--- config.mk ---
export PLATFORM = sky130hd
export DESIGN_NAME = econet_rx
export DESIGN_NICKNAME = d
export VERILOG_FILES = /design/src/rtl/econet_rx.sv
export SDC_FILE = /design/constraint.sdc
export NUM_CORES = 1
export LEC_CHECK = 0
export CORE_ASPECT_RATIO = 1.5
export CORE_MARGIN = 1
export CORE_UTILIZATION = 56
export DETAILED_ROUTE_END_ITERATION = 8
export GPL_ROUTABILITY_DRIVEN = 1
export HOLD_SLACK_MARGIN = 0.06
export PLACE_DENSITY = 0.81
export SYNTH_ARGS = -nofsm -noshare
export SYNTH_HDL_FRONTEND = slang
export SYNTH_SLANG_ARGS = --single-unit
--- constraint.sdc ---
create_clock -name econet_clk -period 5.79 [get_ports econet_clk]
set_clock_uncertainty 0.2 [all_clocks]
set_input_delay 1.4475 -clock econet_clk [delete_from_list [all_inputs] [get_ports econet_clk]]
set_output_delay 1.4475 -clock econet_clk [all_outputs]
set_load 0.02 [all_outputs]
--- src/rtl/econet_rx.sv ---
// econet_rx: Econet HDLC receiver core with zero-bit destuffing, LSB-first byte assembly and CRC-16
module econet_rx #(
  parameter logic [15:0] FCS_INIT = 16'hFFFF,
  parameter logic [15:0] FCS_POLY = 16'h8408
) (
  input  logic        econet_clk,
  input  logic        valid_rst,
  input  logic        rx,
  input  logic        inhibit,
  output logic [7:0]  rx_byte,
  output logic [15:0] rx_fcs,
  output logic        rx_byte_ready,
  output logic        rx_frame_start,
  output logic        rx_frame_end,
  output logic        receiving
);
  typedef enum logic [1:0] {HUNT, FLAG, FRAME} state_t;
  state_t state, state_n;
  logic [2:0] ones, ones_n, dcnt, dcnt_n, bcnt, bcnt_n;
  logic [5:0] dl, dl_n;
  logic [7:0] sr, sr_n, byte_n;
  logic [15:0] fcs_n, crc_in;
  logic flag, abort, flush, push, adv, b, fb, ready_n, start_n, end_n, recv_n;
  always_comb begin
    flag = !rx && ones == 3'd6;
    abort = rx && ones == 3'd6;
    flush = inhibit || flag || abort;
    push = ones < 3'd5 || (!rx && ones == 3'd7);
    ones_n = inhibit || !rx ? 3'd0 : ones == 3'd7 ? ones : ones + 3'd1;
    dl_n = flush ? 6'd0 : push ? {rx, dl[5:1]} : dl;
    dcnt_n = flush ? 3'd0 : push && dcnt != 3'd6 ? dcnt + 3'd1 : dcnt;
    b = dl[0];
    adv = !inhibit && push && dcnt == 3'd6 && state != HUNT;
    crc_in = state == FLAG ? FCS_INIT : rx_fcs;
    fb = crc_in[0] ^ b;
    start_n = adv && state == FLAG;
    ready_n = adv && state == FRAME && bcnt == 3'd7;
    end_n = !inhibit && flag && state == FRAME;
    fcs_n = adv ? (crc_in >> 1) ^ (fb ? FCS_POLY : 16'h0) : rx_fcs;
    sr_n = adv ? {b, sr[7:1]} : sr;
    bcnt_n = adv ? (state == FLAG ? 3'd1 : bcnt + 3'd1) : bcnt;
    byte_n = ready_n ? sr_n : rx_byte;
    state_n = inhibit || abort ? HUNT : flag ? FLAG : adv ? FRAME : state;
    recv_n = state_n == FRAME || end_n;
  end
  // receiving stays up through the rx_frame_end cycle and drops one cycle later
  always_ff @(posedge econet_clk or posedge valid_rst) begin
    if (valid_rst) begin
      state <= HUNT;
      ones <= 3'd0;
      dcnt <= 3'd0;
      dl <= 6'd0;
      bcnt <= 3'd0;
      sr <= 8'd0;
      rx_byte <= 8'd0;
      rx_fcs <= 16'hFFFF;
      rx_byte_ready <= 1'b0;
      rx_frame_start <= 1'b0;
      rx_frame_end <= 1'b0;
      receiving <= 1'b0;
    end else begin
      state <= state_n;
      ones <= ones_n;
      dcnt <= dcnt_n;
      dl <= dl_n;
      bcnt <= bcnt_n;
      sr <= sr_n;
      rx_byte <= byte_n;
      rx_fcs <= fcs_n;
      rx_byte_ready <= ready_n;
      rx_frame_start <= start_n;
      rx_frame_end <= end_n;
      receiving <= recv_n;
    end
  end
endmodule

==> results of run 1 <==
## logic make-up (layout without fill, tap and decap cells)
group | count (synthesis) | after routing | share of synthesized area [%]
AO/OA/AOI/OAI | 48 | 48 | 12.2
AND/OR/NAND/NOR | 76 | 76 | 13.7
flip-flops | 53 | 53 | 54.8
XOR/XNOR | 7 | 7 | 2.50
multiplexers | 19 | 19 | 8.25
adder cells (fa/ha/maj) | 7 | 7 | 3.57
buffers and inverters | 20 | 47 | 4.94
## cell usage in the layout (no fill, tap or decap), drive strengths merged, types with 2 or more instances in the layout
cell | Yosys | routed
ha | 7 | 7
nand3 | 4 | 4
inv | 6 | 7
nor3b | 2 | 2
nor2 | 44 | 44
nor2b | 2 | 2
o21a | 2 | 2
nand2 | 15 | 15
nand2b | 5 | 5
clkbuf | 3 | 7
a211oi | 2 | 2
clkdlybuf4s50 | 0 | 31
dfrtp | 37 | 37
and2 | 2 | 2
mux2i | 9 | 9
buf | 11 | 2
dfstp | 16 | 16
xnor2 | 6 | 6
mux2 | 10 | 10
a21oi | 23 | 23
o21ai | 17 | 17
## per-stage QoR
stage / util [%] / worst slack (ns) / instances / instance area [um2]
2_1_floorplan: - / 2.88 / 230 / 2460
3_3_place_gp: 65.1 / 1.84 / 295 / 2740
3_5_place_dp: 65.1 / 1.81 / 295 / 2740
4_1_cts: 67.1 / 2.11 / 303 / 2820
5_1_grt: 67.1 / 1.99 / 303 / 2820
6_report: 67.1 / 2.12 / 303 / 2820
## tightest hold or removal path, stage by stage (launching register included)
cell	delay (ns)
sky130_fd_sc_hd__dfrtp_1	0.35
sky130_fd_sc_hd__nand2_1	0.05
sky130_fd_sc_hd__o21ai_0	0.06
## cell type report
class | count | area, um2 | share of cell area [%]
well taps | 46 | 57.6 | 2.04
flip-flops and latches | 53 | 1350 | 47.7
inverters | 6 | 22.5 | 0.798
repair buffers | 33 | 325 | 11.5
multi-input cells | 157 | 988 | 35.0
clock inverters | 1 | 6.26 | 0.222
clock buffers | 7 | 76.3 | 2.70
## how the worst max path moves through the flow
stage,from,end,slack (ns),depth (start not counted)
6_report,inhibit,rx_fcs[15]$_DFFE_PP1P_,2.12,5
5_1_grt,inhibit,rx_fcs[15]$_DFFE_PP1P_,1.99,5
4_1_cts,inhibit,rx_fcs[15]$_DFFE_PP1P_,2.11,5
3_5_place_dp,inhibit,rx_fcs[15]$_DFFE_PP1P_,1.81,5
3_3_place_gp,inhibit,rx_fcs[15]$_DFFE_PP1P_,1.84,5
2_1_floorplan,valid_rst,bcnt[0]$_DFFE_PP0P_,2.88,1
## Yosys cell counts, drive strengths merged (2+ instances only)
library cell and number:
o21ai 17, inv 6, o21a 2, dfstp 16, nand2b 5, buf 11, ha 7, nor2b 2
a21oi 23, nor3b 2, a211oi 2, nand3 4, mux2i 9, and2 2, dfrtp 37, nor2 44
mux2 10, nand2 15, xnor2 6, clkbuf 3
## routing by layer
layer | vias up | routed length [um] | share of wire, % | global-route usage [%]
li1 | 815 | - | - | -
met1 | 770 | 1790 | 44 | 25.0
met2 | 29 | 2140 | 52 | 32.0
met3 | 8 | 100 | 2.4 | 3.27
met4 | 0 | 68 | 1.7 | 6.87
met5 | - | 0 | 0 | 0
## where the power goes
part,switching (mW),internal (mW)
Combinational,0.0147,0.00756
Sequential,0.00307,0.374
Clock,0.114,0.0861
Total,0.132,0.468
## registers in the layout, indices dropped and copies added, names as in the netlist
| signal | flops |
|---|---|
| bcnt | 3 |
| dcnt | 3 |
| dl | 6 |
| ones | 3 |
| receiving | 1 |
| rx_byte | 8 |
| rx_byte_ready | 1 |
| rx_fcs | 16 |
| rx_frame_end | 1 |
| rx_frame_start | 1 |
| sr | 8 |
| state | 2 |
==> results.txt, run 1 <==
The I/O pin count is 32, and the post-detailed-placement half-perimeter wirelength is 2880 um. Data on the critical path arrives at its endpoint at 3.70 ns. In the routed layout, each cell is associated on average with a via count of 5.35.

Summing over every cut layer, the via total after detailed routing is 1,622. The first detailed-routing pass took 4 iterations. 0 antenna diodes ended up in the layout. After clock tree synthesis, the repair step resized 0 gates. Entering global routing, the biggest net connects 54 pins.

Of all nets on the critical path, the largest fanout is 39. Setup repair after global routing left no endpoint under its margin. Averaged over all synthesized cells, the footprint is 10.7 um2. The filler cells instantiated in the layout total 347. The total overflow left after global routing is 0. Data on the critical path is required at its endpoint by 5.82 ns. The max-slew violation count is 0, and the number of buffers inserted during clock tree synthesis is 5. TritonCTS built the clock tree. The dominant synthesized flop cell is sky130_fd_sc_hd__dfrtp_1. The die covers 0.00466 mm2. The launch point of the worst reg-to-reg path was ones[0]$_DFFE_PP0P_.

The synthesized area came out at 0.00246 mm2. The root buffer cell was sky130_fd_sc_hd__clkbuf_8. The count of buffers added on input and output ports is 31. The top cell type by area accounts for 37.7% of the synthesized area. Of the cells placed in the final design, the portion with a size suffix greater than 1 is 16.0%. The logs give 0.720 for the weighted congestion at the end of routability-driven global placement and 0.180 mV for the largest voltage drop on the vdd net. The clock drives 53 sinks.

The library cell contributing the largest single delay on the critical path was sky130_fd_sc_hd__a211oi_4. The initialized floorplan defines 29 standard-cell rows. The run gives 2 as the H-tree depth reported by CTS.

The power per cell area is 212 mW/mm2, and the initial cell density of the core is 58.4%. The net count of the finished layout was 267. The path with the worst hold slack has its endpoint at rx_byte[5]$_DFFE_PP0P_. The later pin in the worst-skew pair is clocked with a latency of 0.30 ns.

Headroom to the max-slew limit came out at 26.4%. Top cell family by delay on the critical path: compound AO/OA/AOI/OAI gates. In the global route stage, overall resource usage came out at 19.2%.

Of all flip-flops after synthesis, the portion carrying an async set or reset was 100%. Die span in y: 83.1 um. The worst path needs 3.67 ns of the cycle, external delays included. For the remaining antenna violation count after routing, the log shows 0. The maximum operating frequency came out at 273 MHz. Summed over all layers, the routed wires come to 4100 um. The tools report the worst flop-to-flop path endpoint as rx_fcs[15]$_DFFE_PP1P_.

The net count of the mapped netlist was 241. During synthesis, Yosys emitted a total of 0 warnings. The worst-case register-to-register setup slack is 3.14 ns.

The tools report the worst hold slack as 0.284 ns. Aggregate negative setup slack: 0 ns. Yosys mapped the design onto 34 distinct sky130hd cell types.

Synthesis handed over a netlist of 230 instances. In this run the post-CTS setup repair buffer count came out at 0. Number of setup violations in the final report: 0. The worst setup path is launched from a primary input.

The core area is 0.00421 mm2, and the slew at the pin closest to its max-slew limit is 1.10 ns. The first global-routing pass estimated 7180 um of wire. The critical path in this run is classified as in2reg. The critical path contains buffers and inverters numbering 2 combined.

Summed over all cells, the static leakage comes to 1.25 nW. The share of the cycle needed by the critical path after routing was 63.4%; the detailed-route DRC error count was 0. The total power is 0.599 mW.

Sequential cells were found to cover 54.8% of the synthesized design area. The synthesized design contains 53 register bits. After the first detailed-routing iteration, the DRC count stood at 52. Traced cell by cell, the critical path runs through clkdlybuf4s50_1 > o21bai_1 > a211oi_4 > buf_4 > mux2_2.

Yosys mapped a number of flops with a built-in enable equal to 0. In this run the most critical hold path is launched from rx_byte[5]$_DFFE_PP0P_. The tools report the number of max-cap violations as 0. The clock passes through at most 2 buffers. The endpoint type of the worst setup path is a flip-flop. For the number of antenna violations at the first check in global routing, the log shows 0. For this run, the slowest stage of the critical path takes 0.52 ns. In this run the worst hold path is classified as reg2reg. The synthesized design spends more area on one cell type than any other, namely sky130_fd_sc_hd__dfrtp_1. The post-synthesis to final-layout area growth is 14.9%, and the via count of the first global-routing pass is 1,553. The quantity of hold-fixing buffers added after cts is 0, and the number of cells on the worst hold path is 2. Clock-pin slew was measured on the worst setup and hold paths at 0.09 ns. After detailed routing, the average wire length per cell comes to 13.5 um. The tools report the number of failing hold endpoints at the final stage as 0. By area the synthesized netlist is led by sky130_fd_sc_hd__dfrtp_1 (38%), sky130_fd_sc_hd__dfstp_2 (17%), sky130_fd_sc_hd__nor2_1 (6.6%).

The floorplan die width works out to 56.1 um. The flow ran to the end, and the final reports show no timing, DRC or antenna violations. The worst register-to-register path has a depth of 6.
Note: power is estimated with default switching activity, not from simulation.
==> run 2, diff against run 1 <==
--- a/config.mk
+++ b/config.mk
@@ -7,11 +7,11 @@
 export LEC_CHECK = 0
 export CORE_ASPECT_RATIO = 1.5
 export CORE_MARGIN = 1
-export CORE_UTILIZATION = 56
+export CORE_UTILIZATION = 54
 export DETAILED_ROUTE_END_ITERATION = 8
 export GPL_ROUTABILITY_DRIVEN = 1
 export HOLD_SLACK_MARGIN = 0.06
-export PLACE_DENSITY = 0.81
+export PLACE_DENSITY = 0.78
 export SYNTH_ARGS = -nofsm -noshare
 export SYNTH_HDL_FRONTEND = slang
 export SYNTH_SLANG_ARGS = --single-unit
==> constraint.sdc (replaced) <==
create_clock -name econet_clk -period 3.7 [get_ports econet_clk]
set_clock_uncertainty 0.2 [all_clocks]
set_input_delay 0.925 -clock econet_clk [delete_from_list [all_inputs] [get_ports econet_clk]]
set_output_delay 0.925 -clock econet_clk [all_outputs]
set_load 0.02 [all_outputs]
==> run 2 against run 1 <==
Net effect: the flow now finishes with violations (design-rule violations); worst setup slack worse by 1.2 ns; global-route usage up 0.53 points; critical path type unchanged; critical path depth unchanged; cell count up 1.7%; largest cell class unchanged; flip-flop and latch count unchanged; hold slack better by 0.00061 ns.
==> results.txt, run 2 (synthesis results as in run 1) <==
The maximum number of pins on one net before global-route repair is 48 (-11%), and the share of the cycle needed by the critical path after routing is 74.4%. The tools report the number of buffers inserted during clock tree synthesis as 5 (unchanged). The checks that failed: design-rule violations. The total congestion overflow after global routing came out at 0 (unchanged).

The top cell family by delay on the critical path was buffers and inverters. The post-layout instance count excluding filler cells was 308 (+1.7%); the cell row count was 29 (unchanged). The post-placement setup slack was 0.623 ns (-1.18 ns). The net count of the finished layout came out at 272 (+1.9%). Critical path class: in2reg. Leaving out fill and tap cells, the most frequent cells in the layout are sky130_fd_sc_hd__nor2_1 (43), sky130_fd_sc_hd__dfrtp_1 (37), sky130_fd_sc_hd__clkdlybuf4s50_1 (31). Weighted congestion at the end of routability-driven global placement: 0.761 (+5.7%). Shortest period the worst path allows: 2.75 ns.

The number of cells on the worst hold path is 2 (unchanged). The critical path startpoint category was a primary input. The instance area after placement is 0.00278 mm2 (+1.4%), and the number of antenna diodes is 0 (unchanged). The library cell contributing the largest single delay on the critical path is sky130_fd_sc_hd__clkdlybuf4s50_1.

The logs give 0.30 ns (about the same) for the clock network latency to the later pin of the worst-skew pair and 7160 um (-0.20%) for the wire length of the first global-routing pass. The die outline area came out at 0.00483 mm2 (+3.6%). The worst hold path class is reg2reg. The run gives 0.00428 mm2 (+1.7%) as the core area. Number of gates given a new drive strength after cts: 0 (unchanged). The core occupancy in the finished layout is 67.6% (+0.53 points). The detailed-router iteration count before antenna repair was 6 (+2).

Ranked by flip-flop count, first place goes to rx_fcs. The tools report the required time of the critical path as 3.69 ns (-2.13 ns). The launch point of the worst path was rx. Number of antenna violations at the first check in global routing: 0 (unchanged). The H-tree depth reported by CTS was 2 (unchanged). The run finished, with violations left. Setup repair after global routing left no endpoint under its margin. The detailed-route DRC error count was 8 (+8); the count of buffers from port buffering was 31 (unchanged). The initial cell density of the core is 57.4% (-0.99 points), and the number of setup violations in the final report is 0 (unchanged). TritonCTS built the clock tree. For the post-detailed-placement half-perimeter wirelength, the log shows 2950 um (+2.3%). The finished layout cell area is 0.00289 mm2 (+2.5%), and the highest net fanout along the worst path is 47 (+21%).

The aggregate negative setup slack came out at 0 ns (unchanged). The detail-routed via count per cell is 5.33 (-0.47%), and the relative slew slack is 69.4% (+43 points). Die span in y: 84.6 um (+1.8%). The launch point of the worst hold path is rx_byte[1]$_DFFE_PP0P_. The final routed wirelength across all metal layers was 4220 um (+2.9%). The remaining antenna violation count after routing was 0 (unchanged). For the maximum operating frequency, the log shows 363 MHz. The average routed wire per standard cell is 13.7 um (+1.2%).

The slew at the pin closest to its max-slew limit works out to 0.459 ns (-0.642 ns). The run gives 0.346 mV (+92%) as the largest voltage drop on the vdd net. The critical path goes through clkdlybuf4s50_1 > nand2b_1 > a211oi_4 > buf_4 > mux2_2. The via count of the first global-routing pass is 1,623 (+4.5%), and the initial detailed-routing violation count is 78 (+50%). The count of filler cells inserted in the layout is 344 (-0.86%), and the number of flip-flops in the largest register is 16 (unchanged). Count of placed standard cells including taps: 300 (+1.7%).

The clock input transition at the sequential cells of the worst setup and hold paths is 0.09 ns (about the same), and the static leakage power is 1.29 nW (+3.2%). The number of buffers inserted to repair setup after CTS is 0 (unchanged). The power per cell area is 355 mW/mm2 (+67%), and the post-synthesis to final-layout area growth is 17.8%. The tree is rooted in a sky130_fd_sc_hd__clkbuf_8. The slack of the critical path is 0.946 ns (-1.18 ns). The count of buffering cells on the critical path with inverters included is 2 (unchanged). The largest registers in the layout are rx_fcs x16, rx_byte x8, sr x8. The via count of the routed design came out at 1,641 (+1.2%). The run gives 32 (unchanged) as the I/O pin count.

The share of cells above drive strength 1 is 17.9% (+2.0 points). The floorplan die width was 57.1 um (+1.8%); the number of failing hold endpoints at the final stage was 0 (unchanged). The tools report the endpoint type of the worst setup path as a flip-flop. The cell depth of the worst setup path works out to 5 (unchanged). The worst hold slack was 0.285 ns (+0.000606 ns).

The most common library cell in the layout ignoring fill and taps is sky130_fd_sc_hd__nor2_1. For the arrival time at the worst endpoint, the log shows 2.75 ns (-0.95 ns). Largest stage delay on the critical path: 0.51 ns (about the same).

The total power is 1.03 mW (+71%). The quantity of hold-fixing buffers added after cts is 0 (unchanged). The maximum buffer depth of the clock tree is 2 (unchanged), and the total clock sinks is 53 (unchanged). The number of max-cap violations is 0 (unchanged). The max-slew violation count was 0 (unchanged). The worst register-to-register path begins at ones[0]$_DFFE_PP0P_. The total global routing track utilization was 19.7% (+0.53 points); the worst reg-to-reg path cell count was 6 (unchanged).
[run 2: cell count changes in the layout (fill, tap and decap cells not counted)]
cell                        delta
sky130_fd_sc_hd__buf_4         +5
sky130_fd_sc_hd__bufinv_16     +1
sky130_fd_sc_hd__clkbuf_1      -1
sky130_fd_sc_hd__clkbuf_8      +1
sky130_fd_sc_hd__inv_4         -1
[run 2: cell type report]
| type | instances | area (um2) | area share, % |
|---|---|---|---|
| Clock buffer | 7 | 86.3 | 2.98 |
| Tap cell | 46 | 57.6 | 1.99 |
| Timing Repair Buffer | 38 | 363 | 12.5 |
| Inverter | 6 | 22.5 | 0.778 |
| Sequential cell | 53 | 1350 | 46.5 |
| Multi-Input combinational cell | 157 | 988 | 34.2 |
| Clock inverter | 1 | 30.0 | 1.04 |
[run 2: worst paths after layout]
check                                           to  slack [ns]
max                                sr[6]$_DFF_PP0_        0.95
min reg2reg                 rx_byte[1]$_DFFE_PP0P_        0.28
min in group asynchronous  rx_byte_ready$_DFF_PP0_        0.69
min                         rx_byte[1]$_DFFE_PP0P_        0.28
max in group asynchronous   rx_fcs[10]$_DFFE_PP1P_        1.93
max reg2reg                        sr[6]$_DFF_PP0_        1.26
[run 2: layer usage]
layer / GRT usage, % / routed length [um]
met1: 22.3 / 1740
met2: 35.0 / 2240
met3: 3.70 / 125
met4: 9.53 / 107
met5: 0 / 0
[run 2: where the power goes]
group	switching, mW	internal [mW]	total, mW
Clock	0.178	0.220	0.398
Combinational	0.0241	0.0136	0.0376
Sequential	0.00485	0.585	0.590
[run 2: worst min-delay path, cell delays in order (launching register included)]
cell	delay, ns
sky130_fd_sc_hd__dfrtp_1	0.35
sky130_fd_sc_hd__nand2_1	0.04
sky130_fd_sc_hd__o21ai_0	0.06
